**src/rtl/pcie_vc_switch_if.sv**
```systemverilog
// Bus bundle for pcie_vc_switch: ingress, egress, threshold configuration and counter read-back.
// The switch uses the slave view; a driver or bench uses the master view.
interface pcie_vc_switch_if #(
  parameter int DATA_W       = 12,
  parameter int NUM_CLASS    = 4,
  parameter int NUM_DEST     = 4,
  parameter int UMBRALES_L_H = 8,
  parameter int CNT_W        = 8
);
  localparam int DST_W = $clog2(NUM_DEST);

  logic                       init;
  logic [UMBRALES_L_H-1:0]    umbral_L;
  logic [UMBRALES_L_H-1:0]    umbral_H;
  logic                       push;
  logic [DATA_W-1:0]          data_in;
  logic [NUM_CLASS-1:0]       in_almost_full;
  logic [NUM_DEST-1:0]        pop;
  logic [NUM_DEST*DATA_W-1:0] data_out;
  logic [NUM_DEST-1:0]        out_valid;
  logic [NUM_DEST-1:0]        out_almost_empty;
  logic [NUM_DEST-1:0]        out_empty;
  logic                       req;
  logic [DST_W-1:0]           idx;
  logic [CNT_W-1:0]           cnt_data;
  logic                       cnt_valid;
  logic                       idle;
  logic                       error;
  logic [1:0]                 state;

  modport master (
    output init, umbral_L, umbral_H, push, data_in, pop, req, idx,
    input  in_almost_full, data_out, out_valid, out_almost_empty, out_empty,
           cnt_data, cnt_valid, idle, error, state
  );

  modport slave (
    input  init, umbral_L, umbral_H, push, data_in, pop, req, idx,
    output in_almost_full, data_out, out_valid, out_almost_empty, out_empty,
           cnt_data, cnt_valid, idle, error, state
  );
endinterface

```
**src/rtl/pcie_vc_switch.sv**
```systemverilog
// Class-to-destination switch: per-class ingress FIFOs, arbiter into per-dest egress FIFOs,
// threshold config FSM and delivery counters. Define STRICT_PRIO_EN for fixed-priority arbitration.
module pcie_vc_switch #(
  parameter int DATA_W       = 12,
  parameter int NUM_CLASS    = 4,
  parameter int NUM_DEST     = 4,
  parameter int DEPTH        = 8,
  parameter int UMBRALES_L_H = 8,
  parameter int CNT_W        = 8
) (
  input  logic            clk,
  input  logic            reset,
  pcie_vc_switch_if.slave bus
);
  localparam int CLS_W = $clog2(NUM_CLASS);
  localparam int DST_W = $clog2(NUM_DEST);
  localparam int PTR_W = $clog2(DEPTH);
  localparam int OCC_W = PTR_W + 1;
  localparam int TH_W  = UMBRALES_L_H;

  localparam logic [1:0] ST_RESET  = 2'd0;
  localparam logic [1:0] ST_INIT   = 2'd1;
  localparam logic [1:0] ST_IDLE   = 2'd2;
  localparam logic [1:0] ST_ACTIVE = 2'd3;

  logic [1:0]       state_q, state_d;
  logic [TH_W-1:0]  th_l_q, th_l_d, th_h_q, th_h_d;
  logic [CLS_W-1:0] last_grant_q, last_grant_d;

  logic [DATA_W-1:0] cls_mem_q [NUM_CLASS][DEPTH];
  logic [DATA_W-1:0] cls_mem_d [NUM_CLASS][DEPTH];
  logic [PTR_W-1:0]  cls_wr_q [NUM_CLASS], cls_wr_d [NUM_CLASS];
  logic [PTR_W-1:0]  cls_rd_q [NUM_CLASS], cls_rd_d [NUM_CLASS];
  logic [OCC_W-1:0]  cls_occ_q [NUM_CLASS], cls_occ_d [NUM_CLASS];

  logic [DATA_W-1:0] dst_mem_q [NUM_DEST][DEPTH];
  logic [DATA_W-1:0] dst_mem_d [NUM_DEST][DEPTH];
  logic [PTR_W-1:0]  dst_wr_q [NUM_DEST], dst_wr_d [NUM_DEST];
  logic [PTR_W-1:0]  dst_rd_q [NUM_DEST], dst_rd_d [NUM_DEST];
  logic [OCC_W-1:0]  dst_occ_q [NUM_DEST], dst_occ_d [NUM_DEST];

  logic [CNT_W-1:0]           cnt_q [NUM_DEST], cnt_d [NUM_DEST];
  logic [NUM_DEST*DATA_W-1:0] data_out_q, data_out_d;
  logic [NUM_DEST-1:0]        out_valid_q, out_valid_d;
  logic [CNT_W-1:0]           cnt_data_q, cnt_data_d;
  logic                       cnt_valid_q, cnt_valid_d;
  logic                       error_q, error_d;

  logic [DATA_W-1:0]    head_word [NUM_CLASS];
  logic [DST_W-1:0]     head_dst [NUM_CLASS];
  logic [NUM_CLASS-1:0] eligible, cls_ne, cls_af, cls_push_v, cls_pop_v;
  logic [NUM_DEST-1:0]  dst_ne, dst_af, dst_ae, dst_push_v, dst_pop_v;
  logic                 arb_en, grant_vld, push_ok, push_drop, pop_bad;
  logic [CLS_W-1:0]     grant_cls, push_cls;
  logic [DATA_W-1:0]    grant_word;
  logic [DST_W-1:0]     grant_dst;
`ifndef STRICT_PRIO_EN
  logic [CLS_W-1:0]     cand;
`endif

  always_comb begin
    for (int c = 0; c < NUM_CLASS; c++) begin
      cls_ne[c]    = cls_occ_q[c] != '0;
      cls_af[c]    = TH_W'(cls_occ_q[c]) >= th_h_q;
      head_word[c] = cls_mem_q[c][cls_rd_q[c]];
      head_dst[c]  = head_word[c][DATA_W-1-CLS_W -: DST_W];
    end
    for (int d = 0; d < NUM_DEST; d++) begin
      dst_ne[d] = dst_occ_q[d] != '0;
      dst_af[d] = TH_W'(dst_occ_q[d]) >= th_h_q;
      dst_ae[d] = TH_W'(dst_occ_q[d]) <= th_l_q;
    end
    for (int c = 0; c < NUM_CLASS; c++)
      eligible[c] = cls_ne[c] && !dst_af[head_dst[c]];
  end

  // Inconsistent thresholds (L >= H, or H beyond the FIFO depth) fall back to the defaults.
  always_comb begin
    state_d = state_q;
    th_l_d  = th_l_q;
    th_h_d  = th_h_q;
    case (state_q)
      ST_RESET: state_d = ST_INIT;
      ST_INIT: begin
        if (bus.umbral_L >= bus.umbral_H || bus.umbral_H > TH_W'(DEPTH)) begin
          th_l_d = TH_W'(1);
          th_h_d = TH_W'(DEPTH - 2);
        end else begin
          th_l_d = bus.umbral_L;
          th_h_d = bus.umbral_H;
        end
        if (!bus.init) state_d = ST_IDLE;
      end
      ST_IDLE:   if (bus.init) state_d = ST_INIT;
                 else if (|cls_ne || |dst_ne) state_d = ST_ACTIVE;
      ST_ACTIVE: if (bus.init) state_d = ST_INIT;
                 else if (!(|cls_ne || |dst_ne)) state_d = ST_IDLE;
      default:   state_d = ST_RESET;
    endcase
  end

  // Descending loops so the last hit is the highest-priority candidate.
  always_comb begin
    arb_en    = (state_q == ST_IDLE) || (state_q == ST_ACTIVE);
    grant_vld = 1'b0;
    grant_cls = '0;
`ifdef STRICT_PRIO_EN
    for (int i = NUM_CLASS - 1; i >= 0; i--) begin
      if (arb_en && eligible[i]) begin
        grant_vld = 1'b1;
        grant_cls = CLS_W'(i);
      end
    end
`else
    cand = '0;
    for (int i = NUM_CLASS; i >= 1; i--) begin
      cand = last_grant_q + CLS_W'(i);
      if (arb_en && eligible[cand]) begin
        grant_vld = 1'b1;
        grant_cls = cand;
      end
    end
`endif
    grant_word   = head_word[grant_cls];
    grant_dst    = head_dst[grant_cls];
    last_grant_d = grant_vld ? grant_cls : last_grant_q;
  end

  always_comb begin
    cls_mem_d  = cls_mem_q;
    cls_wr_d   = cls_wr_q;
    cls_rd_d   = cls_rd_q;
    cls_occ_d  = cls_occ_q;
    dst_mem_d  = dst_mem_q;
    dst_wr_d   = dst_wr_q;
    dst_rd_d   = dst_rd_q;
    dst_occ_d  = dst_occ_q;
    cnt_d      = cnt_q;
    data_out_d = data_out_q;
    out_valid_d = '0;
    cls_push_v = '0;
    cls_pop_v  = '0;
    dst_push_v = '0;
    dst_pop_v  = '0;
    pop_bad    = 1'b0;
    push_ok    = 1'b0;
    push_drop  = 1'b0;
    push_cls   = bus.data_in[DATA_W-1 -: CLS_W];
    if (bus.push && state_q != ST_RESET) begin
      if (cls_occ_q[push_cls] == OCC_W'(DEPTH)) push_drop = 1'b1;
      else                                      push_ok   = 1'b1;
    end
    for (int c = 0; c < NUM_CLASS; c++) begin
      cls_push_v[c] = push_ok && (push_cls == CLS_W'(c));
      cls_pop_v[c]  = grant_vld && (grant_cls == CLS_W'(c));
      if (cls_push_v[c]) begin
        cls_mem_d[c][cls_wr_q[c]] = bus.data_in;
        cls_wr_d[c] = cls_wr_q[c] + PTR_W'(1);
      end
      if (cls_pop_v[c]) cls_rd_d[c] = cls_rd_q[c] + PTR_W'(1);
      cls_occ_d[c] = cls_occ_q[c] + OCC_W'(cls_push_v[c]) - OCC_W'(cls_pop_v[c]);
    end
    for (int d = 0; d < NUM_DEST; d++) begin
      dst_push_v[d] = grant_vld && (grant_dst == DST_W'(d));
      dst_pop_v[d]  = bus.pop[d] && dst_ne[d];
      if (bus.pop[d] && !dst_ne[d]) pop_bad = 1'b1;
      if (dst_push_v[d]) begin
        dst_mem_d[d][dst_wr_q[d]] = grant_word;
        dst_wr_d[d] = dst_wr_q[d] + PTR_W'(1);
      end
      if (dst_pop_v[d]) begin
        data_out_d[d*DATA_W +: DATA_W] = dst_mem_q[d][dst_rd_q[d]];
        out_valid_d[d] = 1'b1;
        dst_rd_d[d]    = dst_rd_q[d] + PTR_W'(1);
        cnt_d[d]       = cnt_q[d] + CNT_W'(1);
      end
      dst_occ_d[d] = dst_occ_q[d] + OCC_W'(dst_push_v[d]) - OCC_W'(dst_pop_v[d]);
    end
    error_d     = push_drop | pop_bad;
    cnt_valid_d = bus.req;
    cnt_data_d  = bus.req ? cnt_q[bus.idx] : cnt_data_q;
  end

  always_ff @(posedge clk) begin
    if (reset) begin
      state_q      <= ST_RESET;
      th_l_q       <= TH_W'(1);
      th_h_q       <= TH_W'(DEPTH - 2);
      last_grant_q <= CLS_W'(NUM_CLASS - 1);
      for (int c = 0; c < NUM_CLASS; c++) begin
        cls_wr_q[c]  <= '0;
        cls_rd_q[c]  <= '0;
        cls_occ_q[c] <= '0;
      end
      for (int d = 0; d < NUM_DEST; d++) begin
        dst_wr_q[d]  <= '0;
        dst_rd_q[d]  <= '0;
        dst_occ_q[d] <= '0;
        cnt_q[d]     <= '0;
      end
      data_out_q  <= '0;
      out_valid_q <= '0;
      cnt_data_q  <= '0;
      cnt_valid_q <= 1'b0;
      error_q     <= 1'b0;
    end else begin
      state_q      <= state_d;
      th_l_q       <= th_l_d;
      th_h_q       <= th_h_d;
      last_grant_q <= last_grant_d;
      cls_wr_q     <= cls_wr_d;
      cls_rd_q     <= cls_rd_d;
      cls_occ_q    <= cls_occ_d;
      dst_wr_q     <= dst_wr_d;
      dst_rd_q     <= dst_rd_d;
      dst_occ_q    <= dst_occ_d;
      cnt_q        <= cnt_d;
      data_out_q   <= data_out_d;
      out_valid_q  <= out_valid_d;
      cnt_data_q   <= cnt_data_d;
      cnt_valid_q  <= cnt_valid_d;
      error_q      <= error_d;
    end
  end

  // Storage needs no reset: zeroed pointers and occupancies make stale entries unreachable.
  always_ff @(posedge clk) begin
    cls_mem_q <= cls_mem_d;
    dst_mem_q <= dst_mem_d;
  end

  assign bus.in_almost_full   = cls_af;
  assign bus.out_almost_empty = dst_ae;
  assign bus.out_empty        = ~dst_ne;
  assign bus.data_out         = data_out_q;
  assign bus.out_valid        = out_valid_q;
  assign bus.cnt_data         = cnt_data_q;
  assign bus.cnt_valid        = cnt_valid_q;
  assign bus.idle             = (state_q == ST_IDLE);
  assign bus.error            = error_q;
  assign bus.state            = state_q;
endmodule

```
**src/flat_wrapper.sv**
```systemverilog
// flat-port wrapper written by rule: the top's interface ports become plain ports
module pcie_vc_switch_flat 
#(
  parameter int DATA_W       = 12,
  parameter int NUM_CLASS    = 4,
  parameter int NUM_DEST     = 4,
  parameter int DEPTH        = 8,
  parameter int UMBRALES_L_H = 8,
  parameter int CNT_W        = 8
)
  (clk, reset, bus_init, bus_umbral_L, bus_umbral_H, bus_push, bus_data_in, bus_pop, bus_req, bus_idx, bus_in_almost_full, bus_data_out, bus_out_valid, bus_out_almost_empty, bus_out_empty, bus_cnt_data, bus_cnt_valid, bus_idle, bus_error, bus_state);
  pcie_vc_switch_if #(.DATA_W(DATA_W), .NUM_CLASS(NUM_CLASS), .NUM_DEST(NUM_DEST), .UMBRALES_L_H(UMBRALES_L_H), .CNT_W(CNT_W)) bus_i ();
  input  logic clk;
  input  logic reset;
  input wire logic [$bits(bus_i.init)-1:0] bus_init;
  input wire logic [$bits(bus_i.umbral_L)-1:0] bus_umbral_L;
  input wire logic [$bits(bus_i.umbral_H)-1:0] bus_umbral_H;
  input wire logic [$bits(bus_i.push)-1:0] bus_push;
  input wire logic [$bits(bus_i.data_in)-1:0] bus_data_in;
  input wire logic [$bits(bus_i.pop)-1:0] bus_pop;
  input wire logic [$bits(bus_i.req)-1:0] bus_req;
  input wire logic [$bits(bus_i.idx)-1:0] bus_idx;
  output wire logic [$bits(bus_i.in_almost_full)-1:0] bus_in_almost_full;
  output wire logic [$bits(bus_i.data_out)-1:0] bus_data_out;
  output wire logic [$bits(bus_i.out_valid)-1:0] bus_out_valid;
  output wire logic [$bits(bus_i.out_almost_empty)-1:0] bus_out_almost_empty;
  output wire logic [$bits(bus_i.out_empty)-1:0] bus_out_empty;
  output wire logic [$bits(bus_i.cnt_data)-1:0] bus_cnt_data;
  output wire logic [$bits(bus_i.cnt_valid)-1:0] bus_cnt_valid;
  output wire logic [$bits(bus_i.idle)-1:0] bus_idle;
  output wire logic [$bits(bus_i.error)-1:0] bus_error;
  output wire logic [$bits(bus_i.state)-1:0] bus_state;
  assign bus_i.init = bus_init;
  assign bus_i.umbral_L = bus_umbral_L;
  assign bus_i.umbral_H = bus_umbral_H;
  assign bus_i.push = bus_push;
  assign bus_i.data_in = bus_data_in;
  assign bus_i.pop = bus_pop;
  assign bus_i.req = bus_req;
  assign bus_i.idx = bus_idx;
  assign bus_in_almost_full = bus_i.in_almost_full;
  assign bus_data_out = bus_i.data_out;
  assign bus_out_valid = bus_i.out_valid;
  assign bus_out_almost_empty = bus_i.out_almost_empty;
  assign bus_out_empty = bus_i.out_empty;
  assign bus_cnt_data = bus_i.cnt_data;
  assign bus_cnt_valid = bus_i.cnt_valid;
  assign bus_idle = bus_i.idle;
  assign bus_error = bus_i.error;
  assign bus_state = bus_i.state;
  pcie_vc_switch #(.DATA_W(DATA_W), .NUM_CLASS(NUM_CLASS), .NUM_DEST(NUM_DEST), .DEPTH(DEPTH), .UMBRALES_L_H(UMBRALES_L_H), .CNT_W(CNT_W)) u_core (.clk(clk), .reset(reset), .bus(bus_i));
endmodule
```
**config.mk**
```make
export PLATFORM = sky130hd
export DESIGN_NAME = pcie_vc_switch_flat
export DESIGN_NICKNAME = d
export VERILOG_FILES = /design/src/rtl/pcie_vc_switch_if.sv /design/src/rtl/pcie_vc_switch.sv /design/src/flat_wrapper.sv
export SDC_FILE = /design/constraint.sdc
export NUM_CORES = 1
export LEC_CHECK = 0
export ABC_CLOCK_PERIOD_IN_PS = 9850
export CORE_MARGIN = 8
export CORE_UTILIZATION = 40
export CTS_BUF_LIST = sky130_fd_sc_hd__clkbuf_8 sky130_fd_sc_hd__clkbuf_16
export DETAILED_ROUTE_END_ITERATION = 8
export PLACE_DENSITY = 0.64
export SYNTH_ARGS = -nofsm -noshare
export SYNTH_HDL_FRONTEND = slang
export SYNTH_SLANG_ARGS = --single-unit
```
**constraint.sdc**
```tcl
create_clock -name clk -period 9.85 [get_ports clk]
set_clock_uncertainty 0.1 [all_clocks]
set_input_delay 2.4625 -clock clk [delete_from_list [all_inputs] [get_ports clk]]
set_output_delay 2.4625 -clock clk [all_outputs]
set_load 0.02 [all_outputs]
```
==> reports/results.ini, run 1 <==
[outcome]
status = completed

[logic_synthesis]
synthTopCellsByArea = edfxtp_1 58%, mux4_2 11%, dfxtp_1 9.8%
synth_area_leader_cell = edfxtp_1
async_flop_share = 0
ys_ff_latch = 962
synth_edf_count = 768
syn_inst = 2406
synth_nets = 2569
synth.avg_cell_area_um2 = 16.5
seq_area_frac_synth = 0.677
ys_warn_count = 0
ys_types = 72
synth_top_cell_area_share = 0.580
syn_area_um2 = 39800
synth_top_flop_cell = edfxtp_1

[grt]
antenna_found_initial = 1
globalRouteOverflowTotal = 0
grt_first_pass_wirelength_um = 135000
grt_max_degree = 111
grt_pass1_vias = 22400
groute.usage.overall = 0.157

[cts]
cts_inserted_buffers = 100
clock_latency_ns = 0.66
cts.sinks = 962
root_buffer = clkbuf_16
clockBufferDepth = 3
postCtsSetupRepairBufs = 0
cts_tree = built
hold_buffers = 0
clk_pin_slew_ns = 0.06
cts_resized = 0
h-tree-depth = 3

[setup_path]
arrival_ns = 6.02
rr_endpoint = u_core.dst_mem_q[54]$_DFFE_PP_
worstPathRequired_ns = 10.03
worst-setup-path-type = flip-flop to flip-flop
rr_startpoint = u_core.cls_rd_q[6]$_SDFFE_PP0P_
end_kind = flip-flop
start_kind = flip-flop
cp_max_fo = 26
r2r_slack_ns = 4.01
reg2reg_depth = 12

[finish]
drive_gt1_frac = 0.187
fin_nets = 2739
n_fill_cell = 8305
fin_area_um2 = 46200
area_delta_synth_final_pct = 16.0
antenna_cells = 0
final_common_cell = edfxtp_1
stdcell_count = 3951
final_cell_mix = 768 x edfxtp_1, 204 x nor2_1, 200 x mux4_2

[min_path]
hold_class = flip-flop to flip-flop
holdPathEnd = u_core.cnt_q[31]$_SDFFE_PP0P_
min_from = u_core.cnt_q[31]$_SDFFE_PP0P_
holdPathStages = 2

[drt]
num_vias = 21400
antenna_left = 0
first_pass_iters = 5
top_layer = met4
drc_errors = 0
drtIter0Drc = 1536
wirelength_met1_um = 37900
routed_wl_um = 87800
dr_wl_met2_um = 43500
wl_met3_um = 4300
viasPerCell = 5.42
wire_per_inst_um = 22.2

[placement]
hpwl_um = 56200
gp_congestion = 0.805
portBuffers = 115
place_inst = 3761
place_area_um2 = 42700
pre_cts_ws_ns = 4.05

[sta]
rsz0062_at_grt = false
max_freq_mhz = 171
fin_ws_ns = 4.01
fin_crit_sh = 0.593
tightest_slew_ns = 1.33
relSlewSlack = 0.107
slew_violations = 0
hold_viol_final = 0
holdWs_ns = 0.384
fin_crit_ns = 5.84
tns_ns = 0
setup_violations = 0

[floorplan]
die_w_um = 331
initial_core_util = 0.404
fp.dieH_um = 331
num_rows = 115
ios = 116
fp.coreArea_um2 = 98400
design.die.area_um2 = 110000

[power_and_ir_drop]
leakage_nw = 15.3
ir_worst_vdd_mv = 0.139
powerDensity_nw_per_um2 = 237

[job]
maxCapViolCount = 0

==> per-stage QoR <==
| step | power (mW) | util |
|---|---|---|
| global route | 11.4 | 0.469 |
| floorplan | 6.40 | - |
| global placement | 7.14 | 0.434 |
| CTS | 11.1 | 0.469 |
| detailed placement | 7.23 | 0.434 |
| finish | 10.9 | 0.469 |
==> metal layers <==
| layer | vias up | global-route usage |
|---|---|---|
| met5 | - | 0 |
| met1 | 11000 | 0.207 |
| met2 | 582 | 0.266 |
| met4 | 0 | 0.0463 |
| li1 | 9701 | - |
| met3 | 141 | 0.0251 |
==> worst max path at each step <==
stage | from | endpoint | slack (ns)
detailed placement | bus_umbral_L[0] | u_core.th_h_q[1]$_SDFFE_PP1N_ | 4.05
floorplan | u_core.cls_rd_q[0]$_SDFFE_PP0P_ | u_core.dst_mem_q[168]$_DFFE_PP_ | 4.78
global route | u_core.cls_rd_q[6]$_SDFFE_PP0P_ | u_core.dst_occ_q[14]$_SDFF_PP0_ | 3.65
finish | u_core.cls_rd_q[6]$_SDFFE_PP0P_ | u_core.dst_mem_q[54]$_DFFE_PP_ | 4.01
global placement | bus_umbral_L[0] | u_core.th_l_q[0]$_SDFFE_PP1N_ | 4.10
CTS | u_core.cls_rd_q[6]$_SDFFE_PP0P_ | u_core.dst_mem_q[54]$_DFFE_PP_ | 4.03
==> layout make-up <==
cell class	count	area, µm²	share of cell area
multi-input cells	1239	12100	0.263
flip-flops and latches	962	26900	0.584
repair buffers	192	1730	0.0375
clock buffers	111	2700	0.0585
inverters	81	304	0.00659
clock inverters	79	726	0.0157
well taps	1287	1610	0.0349
==> synthesized netlist by cell type (22+ instances only) <==
master	instances
inv_1	80
nand2_1	85
nand2b_1	29
ha_1	116
o21ai_0	43
edfxtp_1	768
nor2b_1	33
buf_1	32
clkbuf_1	83
nor2_1	204
mux2i_1	98
xor2_1	35
a211oi_1	49
a21oi_1	41
xnor2_1	24
o211ai_1	22
dfxtp_1	194
mux2_2	26
mux4_2	200
==> cells by family (layout without fill, tap and decap cells) <==
group,Yosys count,in the layout,share of synthesized area
AOI/OAI and AO/OA,231,231,0.0391
xor gates and xnor gates,59,59,0.0130
adders and majority gates,124,124,0.0405
buffers and inverters,205,463,0.0203
DFF,962,962,0.677
muxes,331,331,0.148
and+or+nand+nor,494,494,0.0615
==> critical path, stage by stage, from the launching register on <==
cell and delay [ns]:
dfxtp_1 0.31, buf_4 0.44, mux4_2 0.56, mux2i_1 0.54
o2111ai_1 0.26, a21oi_1 0.37, nor2_1 0.17, o311ai_4 0.43
nor4_1 0.13, or4_4 0.60, or2_4 0.26, o22ai_2 0.50
and4b_1 0.77
==> registers in the layout, indices dropped and copies added (netlist names), 12 cells and up <==
| signal | flops |
|---|---|
| u_core.cls_wr_q | 12 |
| u_core.dst_occ_q | 16 |
| u_core.cls_occ_q | 16 |
| u_core.bus.data_out | 48 |
| u_core.dst_mem_q | 384 |
| u_core.dst_wr_q | 12 |
| u_core.dst_rd_q | 12 |
| u_core.cls_mem_q | 384 |
| u_core.cnt_q | 32 |
| u_core.cls_rd_q | 12 |
==> where the power goes <==
group | leakage (nW) | switching, mW | total [mW] | internal [mW]
Sequential | 8.49 | 0.131 | 4.85 | 4.72
Clock | 1.79 | 1.57 | 3.84 | 2.27
Combinational | 5.04 | 1.30 | 2.26 | 0.959
Total | 15.3 | 3.01 | 10.9 | 7.94
Note: power is estimated with default switching activity, not from simulation.
==> run 2: changes to the inputs <==
- ABC_CLOCK_PERIOD_IN_PS: 9850 -> 5800
- clock period: 9.85 -> 5.8 ns (I/O delays scaled with it)
==> run 2 against run 1 <==
Net effect: sequential share of layout area about the same; first-iteration DRC count grew 13%; critical endpoint is now u_core.dst_mem_q[218]$_DFFE_PP_; setup slack worse by 3.6 ns; global-route usage grew 0.39 points; via count is 0.38% lower; sequential power rose by 70%; register-to-register slack worse by 3.6 ns; largest cell class unchanged; critical path depth fell by 1; final area about the same; combinational power increased by 72%; non-clock buffer count increased by 22.
==> reports/results.ini, run 2 (synthesis results as in run 1) <==
[placement]
hpwl_um = 58300
gp_congestion = 0.863
pre_cts_ws_ns = 0.497
portBuffers = 115

[cts]
hold_buffers = 0
cts.sinks = 962
cts_tree = built
h-tree-depth = 3
clk_pin_slew_ns = 0.06
clockBufferDepth = 3
postCtsSetupRepairBufs = 0
cts_resized = 0
cts_inserted_buffers = 100
clock_latency_ns = 0.66
root_buffer = clkbuf_16

[finish]
n_fill_cell = 8263
drive_gt1_frac = 0.188
fin_nets = 2761
area_delta_synth_final_pct = 15.9
multi_input_area_um2 = 12100
final_common_cell = edfxtp_1
final_cell_mix = 768 x edfxtp_1, 204 x nor2_1, 200 x mux4_2
register_area_um2 = 26900

[setup_path]
start_kind = flip-flop
crit_family = simple AND/OR/NAND/NOR gates
worstPathRequired_ns = 5.97
crit_chain = mux4_2 > mux2i_1 > o211ai_1 > a211oi_1 > nor2_1 > o311ai_4 > nor3_1 > nor4_1 > nand2_1 > o22ai_2 > and4b_1
path_buf_inv = 0
arrival_ns = 5.58
critPathMaxStageDelay_ns = 0.73
cp_max_fo = 12
end_kind = flip-flop
worst-setup-path-type = flip-flop to flip-flop
cpMaxStageDelayCell = and4b_1

[sta]
fin_ws_ns = 0.394
fin_crit_sh = 0.932
tightest_slew_ns = 1.26
setup_violations = 0
relSlewSlack = 0.158
slew_violations = 0
hold_viol_final = 0
rsz0062_at_grt = false
tns_ns = 0
fin_crit_ns = 5.41
max_freq_mhz = 185

[power_and_ir_drop]
powerDensity_nw_per_um2 = 398
pwr-share-seq = 0.449
switching_share = 0.276
p_comb_frac = 0.212
intPower_mw = 13.3
net-switching-power_mw = 5.08
p_clk_frac = 0.339
leakage_nw = 15.3
ir_worst_vdd_mv = 0.229

[floorplan]
num_rows = 115
initial_core_util = 0.404
fp.dieH_um = 331
design.die.area_um2 = 110000
fp.coreArea_um2 = 98400
ios = 116
die_w_um = 331

[grt]
grt_max_degree = 101
antenna_found_initial = 0
globalRouteOverflowTotal = 0
grt_pass1_vias = 22300
groute.usage.overall = 0.160
grt_first_pass_wirelength_um = 138000

[job]
maxCapViolCount = 0

[drt]
drc_errors = 0
num_vias = 21300
routed_wl_um = 89500
antenna_left = 0
first_pass_iters = 5
viasPerCell = 5.38
drtIter0Drc = 1731
wire_per_inst_um = 22.6

[outcome]
status = completed

[min_path]
hold_class = flip-flop to flip-flop

==> run 2: cell count changes in the layout (fill, tap and decap cells not counted), moves of 2 or more <==
cell / delta
buf_4: +22
bufinv_16: -2
clkbuf_8: -4
clkinv_1: +11
clkinv_2: -8
inv_6: -2
==> run 2: final timing paths <==
| check | to | cells after the start | from | slack [ns] |
|---|---|---|---|---|
| max | u_core.dst_mem_q[218]$_DFFE_PP_ | 11 | u_core.cls_rd_q[3]$_SDFFE_PP0P_ | 0.39 |
| min reg2reg | u_core.cnt_q[7]$_SDFFE_PP0P_ | 2 | u_core.cnt_q[7]$_SDFFE_PP0P_ | 0.39 |
| min | u_core.cnt_q[7]$_SDFFE_PP0P_ | 2 | u_core.cnt_q[7]$_SDFFE_PP0P_ | 0.39 |
| max reg2reg | u_core.dst_mem_q[218]$_DFFE_PP_ | 11 | u_core.cls_rd_q[3]$_SDFFE_PP0P_ | 0.39 |
==> run 2: per-stage QoR <==
step | utilization | cell area [µm²] | std cells | hold WS (ns) | total power, mW
after floorplan | - | 39800 | 2406 | 0.345 | 10.9
after global placement | 0.436 | 42900 | 3783 | 0.358 | 12.2
after detailed placement | 0.436 | 42900 | 3783 | 0.376 | 12.4
after CTS | 0.469 | 46100 | 3966 | 0.389 | 18.6
after global routing | 0.469 | 46100 | 3966 | 0.395 | 19.2
final | 0.469 | 46100 | 3967 | 0.392 | 18.4
==> run 2: routing by layer <==
metal  share of wire  global-route usage  routed length [µm]  vias up
met5               0                   0                   0        -
met4           0.019              0.0400                1730        0
met3           0.048              0.0268                4310      131
met2            0.50               0.279               44900      546
met1            0.43               0.209               38500    10900
li1                -                   -                   -     9728
==> run 2: worst min-delay path, stage by stage (launching register included) <==
cell	delay (ns)
dfxtp_1	0.32
o21ai_0	0.07
a21oi_1	0.06
==> run 2: layout make-up <==
type | count | area share
diodes | 1 | 0.0000543
clock buffers | 106 | 0.0568
clock inverters | 77 | 0.0133
inverters | 81 | 0.00659
multi-input cells | 1239 | 0.263
flip-flops and latches | 962 | 0.584
well taps | 1287 | 0.0349
repair buffers | 214 | 0.0411
==> run 2: power by group through the flow <==
stage,clock (mW),combinational [mW],sequential (mW)
final,6.23,3.89,8.26
after global routing,6.62,4.27,8.30
after CTS,6.38,3.97,8.26
after detailed placement,0,3.95,8.40
after global placement,0,3.81,8.39
after floorplan,0,2.40,8.47
==> run 3: changes to the inputs <==
- PLACE_DENSITY: 0.64 -> 0.67
- REMOVE_ABC_BUFFERS: default -> 1
==> run 3 against run 2 <==
Net effect: flip-flop and latch count is the same; highest routed layer unchanged; setup slack lost 0.14 ns; largest cell class unchanged; critical endpoint is now u_core.dst_occ_q[7]$_SDFF_PP0_; die area is the same; combinational power is essentially flat; critical path type unchanged; count of clock-buffer cells in the layout shrank 3.
==> reports/results.ini, run 3 (synthesis results as in run 1) <==
[sta]
fin_crit_sh = 0.956
holdWs_ns = 0.392
slew_violations = 0
tns_ns = 0
tightest_slew_ns = 1.34
max_freq_mhz = 180
fin_ws_ns = 0.254
relSlewSlack = 0.101
fin_crit_ns = 5.55
hold_viol_final = 0
setup_violations = 0

[cts]
cts_inserted_buffers = 98
cts_tree = built
clock_latency_ns = 0.67
postCtsSetupRepairBufs = 0
clk_pin_slew_ns = 0.06
cts_resized = 0
clockBufferDepth = 3
h-tree-depth = 3
hold_buffers = 0
root_buffer = clkbuf_16
cts.sinks = 962

[drt]
num_vias = 21600
drc_errors = 0
routed_wl_um = 87600
first_pass_iters = 8
viasPerCell = 5.43
wire_per_inst_um = 22.1
antenna_left = 0
drtIter0Drc = 1728

[power_and_ir_drop]
ir_worst_vdd_mv = 0.258
powerDensity_nw_per_um2 = 399
leakage_nw = 15.3

[setup_path]
end_kind = flip-flop
arrival_ns = 5.98
critical_path.startpoint = u_core.th_h_q[3]$_SDFFE_PP0N_
rr_startpoint = u_core.th_h_q[3]$_SDFFE_PP0N_
reg2reg_depth = 17
cp_max_fo = 9
crit_path_end = u_core.dst_occ_q[7]$_SDFF_PP0_
r2r_slack_ns = 0.25
rr_endpoint = u_core.dst_occ_q[7]$_SDFF_PP0_
worst-setup-path-type = flip-flop to flip-flop
worstPathRequired_ns = 6.23
start_kind = flip-flop

[min_path]
hold_class = flip-flop to flip-flop
holdPathStages = 2

[grt]
groute.usage.overall = 0.157
grt_first_pass_wirelength_um = 135000
grt_max_degree = 104
grt_pass1_vias = 22300
antenna_found_initial = 0
globalRouteOverflowTotal = 0

[finish]
final_common_cell = edfxtp_1
drive_gt1_frac = 0.193
final_util = 0.470
antenna_cells = 0
area_delta_synth_final_pct = 16.2
final_cell_mix = 768 x edfxtp_1, 204 x nor2_1, 200 x mux4_2
fin_nets = 2760

[floorplan]
initial_core_util = 0.404
ios = 116
fp.coreArea_um2 = 98400
fp.dieH_um = 331
die_w_um = 331
design.die.area_um2 = 110000
num_rows = 115

[job]
maxCapViolCount = 0

[placement]
portBuffers = 115
gp_congestion = 0.837
hpwl_um = 57300
pre_cts_ws_ns = 0.188

[outcome]
status = completed

[run 3: how the worst min path moves through the flow]
stage,startpoint,to,slack [ns]
after floorplan,u_core.th_h_q[7]$_SDFFE_PP0N_,u_core.th_h_q[7]$_SDFFE_PP0N_,0.34
after global placement,u_core.th_h_q[7]$_SDFFE_PP0N_,u_core.th_h_q[7]$_SDFFE_PP0N_,0.36
after detailed placement,u_core.bus.cnt_data[7]$_SDFFE_PP0P_,u_core.bus.cnt_data[7]$_SDFFE_PP0P_,0.39
after CTS,u_core.bus.data_out[11]$_SDFFE_PP0P_,u_core.bus.data_out[11]$_SDFFE_PP0P_,0.40
after global routing,u_core.th_h_q[4]$_SDFFE_PP0N_,u_core.th_h_q[4]$_SDFFE_PP0N_,0.42
final,u_core.cnt_q[7]$_SDFFE_PP0P_,u_core.cnt_q[7]$_SDFFE_PP0P_,0.39
[run 3: layer usage]
layer	up-vias	GRT usage	share of wire
li1	9736	-	-
met1	11000	0.207	0.42
met2	678	0.265	0.49
met3	157	0.0310	0.061
met4	0	0.0406	0.023
met5	-	0	0
[run 3: area by class of cell]
class	instances	area [µm²]
well taps	1287	1610
inverters	81	304
clock inverters	80	752
flip-flops and latches	962	26900
repair buffers	215	1920
clock buffers	103	2530
multi-input cells	1239	12200
fillers	8255	52200
[run 3: power by group]
part / switching (mW) / internal [mW]
Combinational: 2.22 / 1.66
Clock: 2.67 / 3.60
Sequential: 0.268 / 8.01
Total: 5.16 / 13.3
[run 3: worst max-delay path, cell delays in order (launching register included)]
cell and delay, ns:
dfxtp_1 0.31, inv_1 0.35, ha_1 0.32, o211ai_1 0.49, o211ai_1 0.26, a211oi_1 0.51
nor2_1 0.22, o311ai_4 0.44, nor4_1 0.12, nor4_1 0.59, or2_1 0.28, o22a_1 0.47
inv_2 0.12, ha_1 0.24, a21o_1 0.16, a21oi_1 0.20, xnor2_1 0.16, nor2_1 0.06
[run 3: metrics by stage]
step	power [mW]	area [µm²]	instances
after floorplan	10.8	39300	2282
after global placement	12.2	42900	3784
after detailed placement	12.4	42900	3784
after CTS	18.6	46200	3967
after global routing	19.2	46200	3967
final	18.4	46200	3967
